`src/rtl/mips_pkg.sv`:
```
// rtl/mips_pkg.sv - shared widths, ID/EX FSM encoding and control-bundle layout
package mips_pkg;

  // Default widths for the pipeline registers
  localparam int ADDR_W = 5;
  localparam int DATA_W = 32;
  localparam int CTRL_W = 6;
  localparam int CONT_W = 16;

  // HALT propagation states of the ID/EX register
  typedef enum logic [1:0] {
    ST_RUN     = 2'd0,
    ST_HALTING = 2'd1,
    ST_HALTED  = 2'd2
  } halt_state_t;

  // Bit positions inside the EX/M/WB control bundle
  localparam int CTRL_ALU_OP_LSB = 0;
  localparam int CTRL_ALU_OP_MSB = 3;
  localparam int CTRL_ALU_SRC    = 4;
  localparam int CTRL_MEM_TO_REG = 5;

endpackage

```
`src/rtl/contador_burbujas.sv`:
```
// rtl/contador_burbujas.sv - saturating up-counter with enable and sync active-high reset
module contador_burbujas #(
  parameter int WIDTH = 16
) (
  input  logic             clock,
  input  logic             reset,
  input  logic             enable,
  output logic [WIDTH-1:0] count
);

  // Count enabled events, holding at all-ones instead of wrapping
  always_ff @(posedge clock) begin
    if (reset) begin
      count <= '0;
    end else if (enable && (count != {WIDTH{1'b1}})) begin
      count <= count + 1'b1;
    end
  end

endmodule

```
`src/rtl/id_ex_latch.sv`:
```
// rtl/id_ex_latch.sv - ID/EX pipeline register with bubble, flush and HALT tracking (option: ID_EX_BUBBLE_COUNTER_EN)
module id_ex_latch
  import mips_pkg::*;
#(
  parameter int CANT_BITS_ADDR_REGISTROS = ADDR_W,
  parameter int CANT_BITS_REGISTROS      = DATA_W,
  parameter int CANT_BITS_CTRL_EX        = CTRL_W,
  parameter int CANT_BITS_CONTADOR       = CONT_W
) (
  input  logic                                i_clock,
  input  logic                                i_reset,
  input  logic                                i_enable_etapa,
  input  logic                                i_bit_burbuja,
  input  logic                                i_flush,
  input  logic                                i_halt_id,
  input  logic [CANT_BITS_REGISTROS-1:0]      i_pc_plus4,
  input  logic [CANT_BITS_REGISTROS-1:0]      i_reg_a,
  input  logic [CANT_BITS_REGISTROS-1:0]      i_reg_b,
  input  logic [CANT_BITS_REGISTROS-1:0]      i_inmediato,
  input  logic [CANT_BITS_ADDR_REGISTROS-1:0] i_rs,
  input  logic [CANT_BITS_ADDR_REGISTROS-1:0] i_rt,
  input  logic [CANT_BITS_ADDR_REGISTROS-1:0] i_rd,
  input  logic                                i_reg_dst,
  input  logic                                i_read_mem,
  input  logic                                i_write_mem,
  input  logic                                i_reg_write,
  input  logic [CANT_BITS_CTRL_EX-1:0]        i_ctrl_ex,
  output logic [CANT_BITS_REGISTROS-1:0]      o_pc_plus4,
  output logic [CANT_BITS_REGISTROS-1:0]      o_reg_a,
  output logic [CANT_BITS_REGISTROS-1:0]      o_reg_b,
  output logic [CANT_BITS_REGISTROS-1:0]      o_inmediato,
  output logic [CANT_BITS_ADDR_REGISTROS-1:0] o_rs,
  output logic [CANT_BITS_ADDR_REGISTROS-1:0] o_rt,
  output logic [CANT_BITS_ADDR_REGISTROS-1:0] o_registro_destino_ex,
  output logic                                o_read_mem_ex,
  output logic                                o_write_mem_ex,
  output logic                                o_reg_write_ex,
  output logic [CANT_BITS_CTRL_EX-1:0]        o_ctrl_ex,
  output logic                                o_valid_ex,
  output logic                                o_halt_ex,
  output logic                                o_halted,
  output logic [CANT_BITS_CONTADOR-1:0]       o_cant_burbujas
);

  halt_state_t state_q;
  halt_state_t state_d;

  logic stall_bubble;
  logic capture;

  // A stall only counts when it is not overridden by a flush; capture only in RUN
  always_comb begin
    stall_bubble = i_enable_etapa && !i_flush && i_bit_burbuja;
    capture      = i_enable_etapa && !i_flush && !i_bit_burbuja && (state_q == ST_RUN);
  end

  // HALT FSM state register
  always_ff @(posedge i_clock) begin
    if (i_reset) begin
      state_q <= ST_RUN;
    end else begin
      state_q <= state_d;
    end
  end

  // HALT FSM next state: only a real HALT capture leaves RUN, HALTED is sticky
  always_comb begin
    state_d = state_q;
    if (i_enable_etapa) begin
      case (state_q)
        ST_RUN:     if (capture && i_halt_id) state_d = ST_HALTING;
        ST_HALTING: state_d = ST_HALTED;
        ST_HALTED:  state_d = ST_HALTED;
        default:    state_d = ST_RUN;
      endcase
    end
  end

  // HALT FSM outputs
  always_comb begin
    o_halted = (state_q == ST_HALTED);
  end

  // Pipeline register: hold when disabled, capture ID, otherwise insert a bubble
  always_ff @(posedge i_clock) begin
    if (i_reset) begin
      o_pc_plus4            <= '0;
      o_reg_a               <= '0;
      o_reg_b               <= '0;
      o_inmediato           <= '0;
      o_rs                  <= '0;
      o_rt                  <= '0;
      o_registro_destino_ex <= '0;
      o_read_mem_ex         <= 1'b0;
      o_write_mem_ex        <= 1'b0;
      o_reg_write_ex        <= 1'b0;
      o_ctrl_ex             <= '0;
      o_valid_ex            <= 1'b0;
      o_halt_ex             <= 1'b0;
    end else if (i_enable_etapa) begin
      if (capture) begin
        o_pc_plus4            <= i_pc_plus4;
        o_reg_a               <= i_reg_a;
        o_reg_b               <= i_reg_b;
        o_inmediato           <= i_inmediato;
        o_rs                  <= i_rs;
        o_rt                  <= i_rt;
        o_registro_destino_ex <= i_reg_dst ? i_rd : i_rt;
        o_read_mem_ex         <= i_read_mem;
        o_write_mem_ex        <= i_write_mem;
        o_reg_write_ex        <= i_reg_write;
        o_ctrl_ex             <= i_ctrl_ex;
        o_valid_ex            <= 1'b1;
        o_halt_ex             <= i_halt_id;
      end else begin
        // Clearing the destination and read-mem keeps the hazard unit from re-stalling on a bubble
        o_pc_plus4            <= '0;
        o_reg_a               <= '0;
        o_reg_b               <= '0;
        o_inmediato           <= '0;
        o_rs                  <= '0;
        o_rt                  <= '0;
        o_registro_destino_ex <= '0;
        o_read_mem_ex         <= 1'b0;
        o_write_mem_ex        <= 1'b0;
        o_reg_write_ex        <= 1'b0;
        o_ctrl_ex             <= '0;
        o_valid_ex            <= 1'b0;
        o_halt_ex             <= 1'b0;
      end
    end
  end

`ifdef ID_EX_BUBBLE_COUNTER_EN
  contador_burbujas #(
    .WIDTH(CANT_BITS_CONTADOR)
  ) u_contador_burbujas (
    .clock  (i_clock),
    .reset  (i_reset),
    .enable (stall_bubble),
    .count  (o_cant_burbujas)
  );
`else
  logic unused_stall;
  assign unused_stall    = stall_bubble;
  assign o_cant_burbujas = '0;
`endif

endmodule

```
`config.mk`:
```
export PLATFORM = sky130hd
export DESIGN_NAME = id_ex_latch
export DESIGN_NICKNAME = d
export VERILOG_FILES = /design/src/rtl/mips_pkg.sv /design/src/rtl/contador_burbujas.sv /design/src/rtl/id_ex_latch.sv
export SDC_FILE = /design/constraint.sdc
export NUM_CORES = 1
export LEC_CHECK = 0
export ABC_AREA = 0
export BUFFER_PORTS_ARGS = -buffer_cell sky130_fd_sc_hd__buf_4
export CAP_MARGIN = 20
export CORE_AREA = 3 3 126 128
export DETAILED_ROUTE_END_ITERATION = 6
export DIE_AREA = 0 0 129 131
export MAX_ROUTING_LAYER = met4
export PLACE_DENSITY = 0.71
export SETUP_SLACK_MARGIN = 0.15
export SYNTH_ARGS = -nofsm -noshare
export SYNTH_HDL_FRONTEND = slang
export SYNTH_SLANG_ARGS = --single-unit
export TNS_END_PERCENT = 10
```
`constraint.sdc`:
```
create_clock -name i_clock -period 3 [get_ports i_clock]
set_clock_uncertainty 0.1 [all_clocks]
set_input_delay 0.3 -clock i_clock [delete_from_list [all_inputs] [get_ports i_clock]]
set_output_delay 0.3 -clock i_clock [all_outputs]
set_load 0.005 [all_outputs]
```
### Yosys cells after proc, flatten, opt, wreduce, memory -nomap -nowiden

Cells that the tools add are included.

| cells by class | value |
|---|---|
| equality and inequality tests | 3 |
| muxes and demuxes | 16 |
| reductions and logical operators | 9 |

Operators by type and width:

| kind | number |
|---|---|
| $mux W32 | 4 |
| $mux W5 | 4 |
| $mux W6 | 1 |
| $mux W1 | 5 |
| $logic_and A1 B1 Y1 | 4 |
| $pmux W2 S2 | 1 |
| $eq A2 B1 Y1 const B | 1 |
| $eq A2 B2 Y1 const B | 1 |
| $logic_not A1 Y1 | 2 |
| $logic_not A2 Y1 | 1 |
| $mux W2 | 1 |
| $ne A2 B1 Y1 const B | 1 |
| $reduce_and A2 Y1 | 1 |
| $reduce_or A2 Y1 | 1 |

| word-level totals | value |
|---|---|
| register bits after elaboration | 156 |
| input port bits | 159 |
| output and inout bits | 171 |
| word-level logic and storage cells | 42 |

### Logic depth before layout (Yosys ltp)

Gate-level depths: netlist of the first run.

| depth | value |
|---|---|
| depth in word-level cells | 7 |
| mapped depth | 8 |
| mapped depth without buffers | 5 |

### Worst setup path after synthesis of the first run

Ideal clock, no wire load.

| path | value |
|---|---|
| path kind | reg-to-reg |
| start | register state_q[0] |
| end | register o_pc_plus4[0] |
| setup time | 128 ps |
| data arrival time | 1328 ps |
| data required time | 2772 ps |
| setup slack | 1445 ps |
| stages on the path, launching flop included | 9 |
| buffers on the path | 3 |
| period minus slack after synthesis | 1555 ps |
| path through | dfxtp_1 inv_1 ha_1 and4bb_1 buf_6 buf_12 buf_8 a22oi_2 nor2_1 |

| on the way | value |
|---|---|
| longest elaborated chain between the ends | 3 |

Ends and longest elaborated chain:

| element | RTL line | source |
|---|---|---|
| start: declaration | id_ex_latch.sv:45 | `halt_state_t state_q;` |
| start signal: assignment | id_ex_latch.sv:62 | `state_q <= state_d;` |
| $logic_not A2 Y1 | id_ex_latch.sv:54 | `capture = i_enable_etapa && !i_flush && !i_bit_burbuja && (state_q == ST_RUN);` |
| $logic_and A1 B1 Y1 | id_ex_latch.sv:54 |  |
| $mux W32 | id_ex_latch.sv:101 | `if (capture) begin` |
| end signal: assignment | id_ex_latch.sv:102 | `o_pc_plus4 <= i_pc_plus4;` |
| end: declaration | id_ex_latch.sv:28 | `output logic [CANT_BITS_REGISTROS-1:0] o_pc_plus4,` |

Every way passes these cells.
A chain may end at the register's enable or synchronous reset.

### Final worst setup path of the first run

| path | value |
|---|---|
| start | register state_q[0] |
| end | register o_rs[0] |

| on the way | value |
|---|---|
| longest elaborated chain between the ends | 3 |

Ends and longest elaborated chain:

| element | RTL line | source |
|---|---|---|
| $logic_not A2 Y1 | id_ex_latch.sv:54 |  |
| $logic_and A1 B1 Y1 | id_ex_latch.sv:54 |  |
| $mux W5 | id_ex_latch.sv:101 |  |
| end signal: assignment | id_ex_latch.sv:106 | `o_rs <= i_rs;` |
| end: declaration | id_ex_latch.sv:32 | `output logic [CANT_BITS_ADDR_REGISTROS-1:0] o_rs,` |

Every way passes these cells.

==> results_dict.tcl, run 1 <==
set metrics [dict create \
    setup_violations 0 \
    dp_hpwl_microns 11620 \
    cts_tree "yes" \
    p_per_area_mw_per_mm2 520.2 \
    antenna_found_initial 0 \
    drive_above_1_share_pct 45.12 \
    critPathSlowestCell "buf_12" \
    status "completed" \
    p_sw_share_pct 22.38 \
    nNetsFinal 1083 \
    p_int_mw 3.839 \
    holdCritStartpoint "i_inmediato[21]" \
    io_buffer_count 313 \
    hold_path.class "in -> reg" \
    gr-total-overflow 0 \
    mostFrequentLayoutCells "buf_4, dfxtp_1, nor2_1, a22oi_1, dlygate4sd3_1" \
    p_seq_share_pct 43.6 \
    leakage_nw 4.145 \
    cts.sinks 156 \
    avgRoutedWirePerCell_microns 15.71 \
    ctsResizeCount 0 \
    via_count 5459 \
    path_clk_slew_ps 60 \
    r2r_start "state_q[0]" \
    clk_latency_ps 410 \
    first_pass_iters 5 \
    max_freq_ghz 0.5758 \
    syn2layout_area_growth_pct 64.89 \
    critPathMaxStageDelay_ps 370 \
    detail-route-antenna-nets 0 \
    die_x_microns 129 \
    worst_hold_slack_ps 17.62 \
    initial_utilization_pct 38.50 \
    synth_cell_types 21 \
    fillers 1197 \
    startpoint "state_q[0]" \
    syn_area_sq_mm 0.005767 \
    crit_path_cell_trace "inv_1, ha_1, and4bb_4, buf_12, a22oi_1, nor2_1" \
    grt_usage_pct 20.11 \
    via_per_inst 4.870 \
    post-route-period-util_pct 57.89 \
    ios 330 \
    drc 0 \
    crit_type "reg -> reg" \
    period_needed_ps 1737 \
    p_comb_share_pct 12.0 \
    htreeDepth 4 \
    crit_required_ps 3240 \
    grt_pass1_vias 5109 \
    ys_ff_latch 156 \
    drv_slew 0 \
    worst_pin_slew_ps 655.0 \
    antenna_cells 0 \
    fin_setup_tns_ps 0 \
    cp-end-kind "flip-flop" \
    ir_drop_uv 332.5 \
    grt_max_degree 85 \
    place.gp.congestion 0.7590 \
    hold_violations 0 \
    clock_path_buffers 2 \
    yosysTopAreaCell "dfxtp_1" \
    drv_cap 0 \
    die_area_sq_mm 0.01690 \
    synth_top_area_share_pct 54.15 \
    synth_warnings 0 \
    netlist_top_cells_area "dfxtp_1, a22oi_2, a22oi_1" \
    cp-start-kind "flip-flop" \
    cp_max_fo 84 \
    grt_first_pass_wirelength_microns 26160 \
    clockPowerShare_pct 44.3 \
    avgSynthCellArea_sq_um 10.45 \
    fp.dieH_microns 131 \
    syn_inst 552 \
    final_common_cell "buf_4" \
    drtIter0Drc 292 \
    rsz0062_at_grt "false" \
    slew_headroom_pct 56.33 \
    arrival_ps 1980 \
    cts_buffers 17 \
    synth-seq-area-share_pct 54.15 \
    row_count 45 \
    core_area_sq_mm 0.01498 \
    drt_wl_total_microns 17610 \
    cts-root-buf "clkbuf_16" \
    p_sw_mw 1.107 \
]
## registers in the layout, summed over array words and instances (netlist names)
name,flops
o_reg_a,32
o_read_mem_ex,1
o_rs,5
o_pc_plus4,32
state_q,2
o_reg_b,32
o_reg_write_ex,1
o_inmediato,32
o_rt,5
o_ctrl_ex,6
o_registro_destino_ex,5
o_write_mem_ex,1
o_valid_ex,1
o_halt_ex,1
## kinds of logic (layout without fill, tap and decap cells)
| kind of cell | after synthesis | count (layout) | synth area share [%] |
|---|---|---|---|
| DFF | 156 | 156 | 54.15 |
| buffers and inverters | 70 | 436 | 7.702 |
| adders and majority gates | 3 | 3 | 0.6510 |
| and+or+nand+nor | 160 | 160 | 10.74 |
| AOI/OAI and AO/OA | 155 | 155 | 25.36 |
| other | 1 | 16 | 0.06503 |
| muxes | 7 | 7 | 1.323 |
## cell usage after synthesis (all sizes together)
cell,count
ha,3
mux2i,2
o32ai,1
nand2,1
clkbuf,18
conb,1
and4bb,1
nand2b,4
a22oi,153
buf,49
mux2,5
inv,3
nor2,154
dfxtp,156
a21oi,1
## per-layer routing
metal  global-route usage, %  part of all wire [%]
met3                   5.650                   8.2
met5                       -                     0
met4                   7.474                   1.8
met1                   24.87                    41
met2                   31.43                    49
## final timing paths
| check | to | slack, ps | depth (start not counted) |
|---|---|---|---|
| setup / recovery | o_rs[0] | 1260 | 6 |
| hold / removal | o_inmediato[21] | 20 | 3 |
| setup reg to reg | o_rs[0] | 1260 | 6 |
| hold reg to reg | state_q[0] | 380 | 2 |
## power groups by stage
stage	Clock [mW]	Combinational, mW	Sequential (mW)
2_1_floorplan	0	0.234	2.21
3_3_place_gp	0	0.506	2.20
3_5_place_dp	0	0.510	2.20
4_1_cts	2.25	0.597	2.16
5_1_grt	2.33	0.647	2.16
6_report	2.19	0.596	2.16
## what timing repair did
item,CTS,global route
setup buffers,0,0
hold buffers,79,0
endpoints found under the hold margin,79,0
## worst max-delay path: cells and delay by family (launching register included)
family                     cells  cell delay [ps]
AOI/OAI and AO/OA              1              130
adders and majority gates      1              180
buffers and inverters          2              460
DFF                            1              310
and+or+nand+nor                2              420
## area by class of cell
| class | instances | area, sq um | share of cell area (%) |
|---|---|---|---|
| inverters | 3 | 16.27 | 0.1711 |
| multi-input cells | 341 | 2260 | 23.76 |
| clock inverters | 11 | 142.6 | 1.500 |
| repair buffers | 402 | 3266 | 34.34 |
| flip-flops and latches | 156 | 3123 | 32.84 |
| clock buffers | 20 | 466.7 | 4.908 |
| well taps | 188 | 235.2 | 2.474 |
## per-stage QoR
step           cell area [sq um]  setup WS [ps]  utilization (%)  std cells  total power [mW]
2_1_floorplan               5823           1445                -        567             2.440
5_1_grt                     9509           1121            63.49       1121             5.143
3_3_place_gp                8109           1337            54.14       1011             2.709
6_report                    9509           1263            63.49       1121             4.946
4_1_cts                     9509           1287            63.49       1121             5.007
3_5_place_dp                8109           1301            54.14       1011             2.713
Power figures use the tool's default switching activity.
==> inputs of run 2 (changes only) <==
- ABC_AREA: 0 -> 1
- CORE_AREA: 3 3 126 128 -> default
- CORE_ASPECT_RATIO: default -> 0.8
- CORE_MARGIN: default -> 3
- CORE_UTILIZATION: default -> 39
- DIE_AREA: 0 0 129 131 -> default
- PLACE_DENSITY: 0.71 -> 0.76
- clock period: 3 -> 1.43 ns (I/O delays scaled with it)
==> results_dict.tcl, run 2 <==
set metrics [dict create \
    status "finished, violations left" \
    violations "setup timing" \
    row_count 38 \
    synth_cell_types 15 \
    critPathSlowestCell "dfxtp_2" \
    post-route-period-util_pct 109.8 \
    io_buffer_count 313 \
    first_pass_iters 6 \
    yosysMostFrequentCell "nand2_1" \
    leakage_nw 4.546 \
    synth_top_area_share_pct 56.05 \
    crit_path_cell_trace "inv_2, ha_4, nand2_4, nor3_4, buf_6, clkbuf_16, nand2_1, a21oi_1" \
    p_comb_share_pct 15.6 \
    p_int_mw 8.610 \
    post-place-ws_ps -149.2 \
    drv_slew 0 \
    drc 0 \
    syn_area_sq_mm 0.005572 \
    die_x_microns 139.6 \
    p_seq_share_pct 40.6 \
    drtIter0Drc 394 \
    synth_ff_type "dfxtp_1" \
    crit_type "reg -> reg" \
    dp_hpwl_microns 12190 \
    worst_hold_path.endpoint "o_halt_ex" \
    synth_warnings 0 \
    core_area_sq_mm 0.01379 \
    cp-start-kind "flip-flop" \
    synth_edf_count 0 \
    avgRoutedWirePerCell_microns 17.17 \
    holdCritStartpoint "i_bit_burbuja" \
    drt_wl_total_microns 23480 \
    p_per_area_mw_per_mm2 1055 \
    r2r_cells 8 \
    mostFrequentLayoutCells "buf_4, nand2_1, dfxtp_1, dlygate4sd3_1, a21oi_1" \
    clockPowerShare_pct 43.8 \
    p_sw_share_pct 23.63 \
    worst_hold_slack_ps 33.76 \
    grt_first_pass_wirelength_microns 34380 \
    fp.dieH_microns 112.9 \
    p_sw_mw 2.665 \
    hold_path.class "in -> reg" \
    via_per_inst 4.937 \
    antenna_cells 0 \
    arrival_ps 1810 \
    initial_utilization_pct 40.41 \
    cp-end-kind "flip-flop" \
    via_count 6749 \
    cts_tree "yes" \
    syn2layout_area_growth_pct 91.80 \
    antenna_found_initial 0 \
    hold_path_depth 4 \
    period_needed_ps 1570 \
    path_clk_slew_ps 60 \
    fillers 836 \
    htreeDepth 4 \
    setup_violations 148 \
    detail-route-antenna-nets 0 \
    r2r_start "state_q[1]" \
    syn_inst 720 \
    place.gp.congestion 0.7809 \
    placed_area_sq_mm 0.008174 \
    fin_setup_tns_ps -7783 \
    final_common_cell "buf_4" \
    ys_ff_latch 156 \
    cts.sinks 156 \
    clk_latency_ps 420 \
    grt_max_degree 58 \
    crit_required_ps 1670 \
    nNetsFinal 1337 \
    regToRegEndpoint "o_inmediato[5]" \
    grt_pass1_vias 6858 \
    setup_slack_ps -139.7 \
    grt_usage_pct 27.76 \
    clock_path_buffers 2 \
    die_area_sq_mm 0.01576 \
    netlist_top_cells_area "dfxtp_1, nand2_1, a21oi_1" \
    cts_buffers 17 \
    cts-root-buf "clkbuf_16" \
    ir_drop_uv 956.7 \
    avgSynthCellArea_sq_um 7.738 \
    synth_common_cells "nand2_1, a21oi_1, dfxtp_1" \
    async_flop_share_pct 0 \
    gr-total-overflow 0 \
    yosysTopAreaCell "dfxtp_1" \
    synth-seq-area-share_pct 56.05 \
    cp_max_fo 14 \
    stdcell_area_sq_mm 0.01069 \
    hold_violations 0 \
    postLayoutCoreUtil_pct 77.50 \
    r2r_slack_ps -140 \
    drive_above_1_share_pct 36.56 \
    max_freq_ghz 0.6371 \
    rsz0062_at_grt "true" \
    ios 330 \
    critPathMaxStageDelay_ps 320 \
    drv_cap 0 \
]
[run 2: routing by layer]
metal | GRT usage [%] | vias to the layer above | part of all wire [%]
li1 | - | 3171 | -
met1 | 28.68 | 3159 | 37
met2 | 48.65 | 330 | 51
met3 | 8.238 | 89 | 7.1
met4 | 13.43 | 0 | 4.2
met5 | - | - | 0
[run 2: cells by family after synthesis]
family	Yosys count	share of synthesized area [%]
other	1	0.06731
DFF	156	56.05
adders and majority gates	3	0.6738
and+or+nand+nor	322	22.03
buffers and inverters	77	6.715
AOI/OAI and AO/OA	161	14.46
[run 2: power groups by stage]
| stage | Combinational (mW) | Clock, mW | Sequential [mW] |
|---|---|---|---|
| floorplan | 0.512 | 0 | 4.67 |
| global placement | 1.22 | 0 | 4.66 |
| detailed placement | 1.22 | 0 | 4.66 |
| CTS | 1.61 | 4.98 | 4.57 |
| global route | 1.87 | 5.15 | 4.60 |
| finish | 1.76 | 4.94 | 4.58 |
[run 2: timing repair]
action                                 4_1_cts  5_1_grt
hold buffers                               152        1
pin swaps                                    2        1
setup endpoints to repair                  156      156
endpoints found under the hold margin      150        1
resized for setup                           13       58
setup buffers                                0        1
gates cloned                                 1        2
[run 2: final cells by class]
| type | instances | area [sq um] | share of cell area (%) |
|---|---|---|---|
| tap | 180 | 225.2 | 2.107 |
| clock inverter | 9 | 158.9 | 1.487 |
| timing repair buffer | 488 | 4270 | 39.96 |
| clock buffer | 22 | 484.2 | 4.531 |
| inverter | 10 | 40.04 | 0.3747 |
| sequential | 156 | 3126 | 29.25 |
| multi-input combinational | 502 | 2382 | 22.29 |
[run 2: worst max path at each step]
stage | start | endpoint | slack [ps]
floorplan | state_q[1] | o_reg_a[0] | -60
global placement | state_q[1] | o_reg_b[27] | -70
detailed placement | state_q[1] | o_reg_b[21] | -150
CTS | state_q[1] | o_reg_b[13] | -100
global route | state_q[1] | o_inmediato[5] | -230
finish | state_q[1] | o_inmediato[5] | -140
[run 2: worst max-delay path, delay by kind of cell, from the launching register on]
| kind | cells | cell delay, ps |
|---|---|---|
| and+or+nand+nor | 3 | 310 |
| adders and majority gates | 1 | 150 |
| DFF | 1 | 320 |
| AOI/OAI and AO/OA | 1 | 160 |
| buffers and inverters | 3 | 450 |
[run 2: through the flow]
| step | power [mW] | instances |
|---|---|---|
| global placement | 5.875 | 1179 |
| detailed placement | 5.887 | 1179 |
| finish | 11.27 | 1367 |
| CTS | 11.16 | 1363 |
| floorplan | 5.185 | 735 |
| global route | 11.62 | 1367 |
